**config.mk**
```make
export PLATFORM = sky130hd
export DESIGN_NAME = alu_op_fifo
export DESIGN_NICKNAME = d
export VERILOG_FILES = /design/src/rtl/alu_op_fifo.sv
export SDC_FILE = /design/constraint.sdc
export NUM_CORES = 1
export LEC_CHECK = 0
export BUFFER_PORTS_ARGS = -buffer_cell sky130_fd_sc_hd__buf_2
export CAP_MARGIN = 40
export CORE_MARGIN = 2
export CORE_UTILIZATION = 40
export DETAILED_ROUTE_END_ITERATION = 10
export PLACE_DENSITY_LB_ADDON = 0.08
export SLEW_MARGIN = 10
export SYNTH_ARGS = -nofsm -noshare
export SYNTH_HDL_FRONTEND = slang
export SYNTH_SLANG_ARGS = --single-unit
```
**constraint.sdc**
```tcl
create_clock -name clk -period 9.19 [get_ports clk]
set_input_delay 0.4595 -clock clk [delete_from_list [all_inputs] [get_ports clk]]
set_output_delay 0.4595 -clock clk [all_outputs]
set_load 0.02 [all_outputs]
```
**src/rtl/alu_op_fifo.sv**
```systemverilog
// First-word-fall-through queue of ALU operations (a, b, ctrl) between decode and the ALU.
// Optional ALU_OP_FIFO_CTRL_CHECK_EN drops pushes with unknown control codes and flags them.
module alu_op_fifo #(
    parameter int DEPTH = 4
) (
    input  logic                       clk,
    input  logic                       rst,
    input  logic                       flush,
    input  logic                       in_valid,
    output logic                       in_ready,
    input  logic [31:0]                in_a,
    input  logic [31:0]                in_b,
    input  logic [3:0]                 in_ctrl,
    output logic                       out_valid,
    input  logic                       out_ready,
    output logic [31:0]                out_a,
    output logic [31:0]                out_b,
    output logic [3:0]                 out_ctrl,
    output logic [$clog2(DEPTH):0]     count,
    output logic                       illegal_flag
);

    localparam int AW = $clog2(DEPTH);
    localparam int CW = AW + 1;

    logic [67:0]   r_mem [DEPTH];
    logic [AW-1:0] r_wptr;
    logic [AW-1:0] r_rptr;
    logic [CW-1:0] r_count;

    logic          w_push;
    logic          w_pop;
    logic          w_store;
    logic          w_legal;
    logic [67:0]   w_head;

    assign in_ready  = (r_count != CW'(DEPTH));
    assign out_valid = (r_count != '0);
    assign count     = r_count;

    // Flush wins over both handshakes in the same cycle.
    assign w_push  = in_valid && in_ready && !flush;
    assign w_pop   = out_valid && out_ready && !flush;
    assign w_store = w_push && w_legal;

`ifdef ALU_OP_FIFO_CTRL_CHECK_EN
    logic r_illegal;

    always_comb begin
        w_legal = 1'b0;
        case (in_ctrl)
            4'b0000, 4'b0001, 4'b0010, 4'b0100, 4'b1000,
            4'b0011, 4'b0101, 4'b0110, 4'b0111: w_legal = 1'b1;
            default:                            w_legal = 1'b0;
        endcase
    end

    always_ff @(posedge clk or posedge rst) begin
        if (rst) begin
            r_illegal <= 1'b0;
        end else if (flush) begin
            r_illegal <= 1'b0;
        end else if (w_push && !w_legal) begin
            r_illegal <= 1'b1;
        end
    end

    assign illegal_flag = r_illegal;
`else
    assign w_legal      = 1'b1;
    assign illegal_flag = 1'b0;
`endif

    // Storage is not reset; validity is tracked by r_count alone.
    always_ff @(posedge clk) begin
        if (w_store) begin
            r_mem[r_wptr] <= {in_a, in_b, in_ctrl};
        end
    end

    always_ff @(posedge clk or posedge rst) begin
        if (rst) begin
            r_wptr  <= '0;
            r_rptr  <= '0;
            r_count <= '0;
        end else if (flush) begin
            r_wptr  <= '0;
            r_rptr  <= '0;
            r_count <= '0;
        end else begin
            if (w_store) begin
                r_wptr <= r_wptr + AW'(1);
            end
            if (w_pop) begin
                r_rptr <= r_rptr + AW'(1);
            end
            case ({w_store, w_pop})
                2'b10:   r_count <= r_count + CW'(1);
                2'b01:   r_count <= r_count - CW'(1);
                default: r_count <= r_count;
            endcase
        end
    end

    assign w_head   = out_valid ? r_mem[r_rptr] : '0;
    assign out_a    = w_head[67:36];
    assign out_b    = w_head[35:4];
    assign out_ctrl = w_head[3:0];

endmodule

```
==> results.py <==
metrics = {
    "synthesis": {
        "synth_top_cell_area_share": 0.752,
        "synth.avg_cell_area_um2": 21.8,
        "yosys_synthesis_warning_count": 0,
        "synth_cell_type_count": 35,
        "synth-seq-area-share": 0.768,
        "synth-async-reset-ratio": 0.0251,
        "area_of_the_mapped_netlist_um2": 10900,
        "syn_nets": 577,
        "synth_enable_flop_cells": 272,
        "synth_top_area_cell": "edfxtp_1",
        "ys_dominant_reg_cell": "edfxtp_1",
        "netlist_instances": 499,
        "synthTopCellsByArea": "edfxtp_1, mux4_2, and2_1",
        "synth-seq-cells": 279,
    },
    "sta": {
        "max-slew-margin-rel": 0.504,
        "finClkSkew_ns": 0.0179,
        "timing.final.crit_period_ns": 3.49,
        "period_share": 0.380,
        "max_slew.worst_pin.slew_ns": 0.744,
        "finalSetupViolCount": 0,
        "slew_viol_final": 0,
        "final.setup.worst_slack_ns": 5.70,
        "setup_total_negative_slack_ns": 0,
        "timing_hold_violations_final": 0,
        "rsz0062_at_grt": "false",
        "fin_hold_ws_ns": 0.126,
        "fmax_mhz": 287,
    },
    "die": {
        "core_um2": 26800,
        "boundaryPins": 147,
        "dieWidth_um": 169,
        "placement_rows": 60,
        "fp.dieH_um": 169,
        "design.die.area_um2": 28500,
        "floorplan.initialDensity": 0.405,
    },
    "clock_tree": {
        "cts_tree": "yes",
        "master_cell_of_the_clock_root_buffer": "clkbuf_16",
        "cts.repair.resized": 0,
        "cts_made_buffers": 29,
        "clk-insertion-delay-late_ns": 0.55,
        "worst_setup_hold_path_clk_slew_ns": 0.06,
        "ctsHtreeMaxLevel": 1,
        "cts_post_setup_buffers_inserted": 0,
        "ctsLongestPathBuffers": 3,
        "clock-sinks": 279,
    },
    "worst_hold_path": {
        "hold_class": "in -> reg",
    },
    "power": {
        "ir_worst_vdd_v": 0.000156,
        "share_seq_of_total_power": 0.503,
        "power.static_leakage_nw": 4.41,
        "design_power_total_mw": 2.90,
        "p_int_mw": 2.23,
        "power_per_cell_area_nw_per_um2": 226,
        "power_spent_charging_and_discharging_nets_mw": 0.672,
        "clockPowerShare": 0.387,
        "combPwrFrac": 0.110,
        "sw_frac_of_total": 0.231,
    },
    "global_routing": {
        "pin_count_of_the_biggest_net_entering_global_routing": 70,
        "total_congestion_overflow": 0,
        "first_global_vias": 5775,
        "grt_antenna_before_repair": 4,
        "grt.total_usage": 0.153,
        "grt_pass1_wl_mm": 33.0,
    },
    "detailed_routing": {
        "post_drt_wl_per_cell_um": 21.2,
        "first_iter_violations": 314,
        "drc": 0,
        "detail-route-antenna-nets": 0,
        "route.vias.total": 5252,
        "first_pass_iters": 4,
        "drt-vias-per-instance": 5.15,
        "drt-total-wl_mm": 21.6,
    },
    "critical_path": {
        "required_time_of_the_critical_path_ns": 8.73,
        "timing_worst_setup_path_type": "reg -> out",
        "cp_data_arrival_time_ns": 3.03,
        "crit_path_start_kind": "register",
        "worstSetupEndpointType": "output port",
        "crit_fanout": 32,
    },
    "run": {
        "timing.max_cap.violations": 0,
    },
    "layout": {
        "final_design_area_no_fill_um2": 12800,
        "final_layout_size_suffix_gt1_frac": 0.399,
        "mostFrequentLayoutCells": "edfxtp_1, buf_2, mux4_2, and2_1, clkbuf_16",
        "layout.cells.most_common": "edfxtp_1",
        "syn_to_final_growth_pct": 18.3,
        "fin_nets": 732,
    },
    "placement": {
        "gp_routability_congestion": 0.672,
        "place.detailed.hpwl_mm": 12.4,
        "detailedPlace.worstSlack_ns": 6.16,
        "dpl_cell_area_um2": 11900,
        "port_buffers": 145,
    },
    "outcome": {
        "run_status": "finished, final reports clean",
    },
}
-- flip-flops by register name (all words and copies together) (netlist names) --
name    flops
r_mem     272
count       3
r_rptr      2
r_wptr      2
-- power by group through the flow --
stage               Combinational, mW  Clock [mW]  Sequential, mW
floorplan                       0.233           0            1.47
global placement                0.319           0            1.49
detailed placement              0.328           0            1.49
CTS                             0.329        1.15            1.46
global route                    0.349        1.20            1.46
finish                          0.320        1.12            1.46
-- through the flow --
step	cells	utilization
5_1_grt	1018	0.479
6_report	1020	0.479
3_3_place_gp	961	0.443
2_1_floorplan	499	-
3_5_place_dp	963	0.445
4_1_cts	1018	0.479
-- worst max-delay path, cell delays in order (launching register included) --
cell     delay (ns)
dfrtp_4        0.87
buf_4          0.36
buf_16         0.29
mux4_2         0.57
and2_1         0.18
buf_2          0.15
-- cells in the mapped netlist, drive strengths merged, types with 2 or more instances --
master	number
buf	22
and2	72
inv	7
nor3	2
edfxtp	272
nand2b	2
nand3	4
dfrtp	7
ha	4
mux4	68
clkbuf	8
a21oi	3
nor2	5
o21ai	2
o2111ai	2
nand2	2
xor2	2
-- metal layers --
metal,share of wire,vias up,track usage
met5,0.0013,-,0
met4,0.019,4,0.0345
met3,0.058,40,0.0393
met2,0.50,127,0.264
met1,0.42,2753,0.195
li1,-,2328,-
-- kinds of logic (layout without fill, tap and decap cells) --
family,after synthesis,in the layout,synth area share
multiplexers,69,69,0.142
other,1,3,0.000345
AND/OR/NAND/NOR,91,91,0.0504
flip-flops,279,279,0.768
buffers and inverters,37,215,0.0212
adder cells (fa/ha/maj),5,5,0.00645
AO/OA/AOI/OAI,14,14,0.00887
XOR/XNOR,3,3,0.00242
-- cell type report --
cell class	instances	area, um2
Inverter	7	26.3
Timing Repair Buffer	154	828
Multi-Input combinational cell	183	2300
Sequential cell	279	8350
Clock buffer	33	741
Fill cell	2245	14000
Tap cell	341	427
Clock inverter	21	174
Antenna cell	2	5.00
-- timing repair --
action / 4_1_cts / 5_1_grt
hold endpoints to repair: 7 / 0
hold buffers: 1 / 0
setup endpoints to repair: 0 / 0
-- worst paths after layout --
kind | to | startpoint | slack (ns) | depth (start not counted)
setup / recovery | out_b[8] | r_rptr[0] | 5.70 | 5
hold / removal | r_mem[3][15] | in_b[11] | 0.13 | 1
setup reg to reg | r_mem[1][21] | count[0] | 6.47 | 4
hold reg to reg | r_wptr[0] | r_wptr[0] | 0.60 | 2
max in group asynchronous | r_rptr[0] | rst | 8.55 | 3
min in group asynchronous | count[0] | rst | 0.39 | 3
Power figures use the tool's default switching activity.
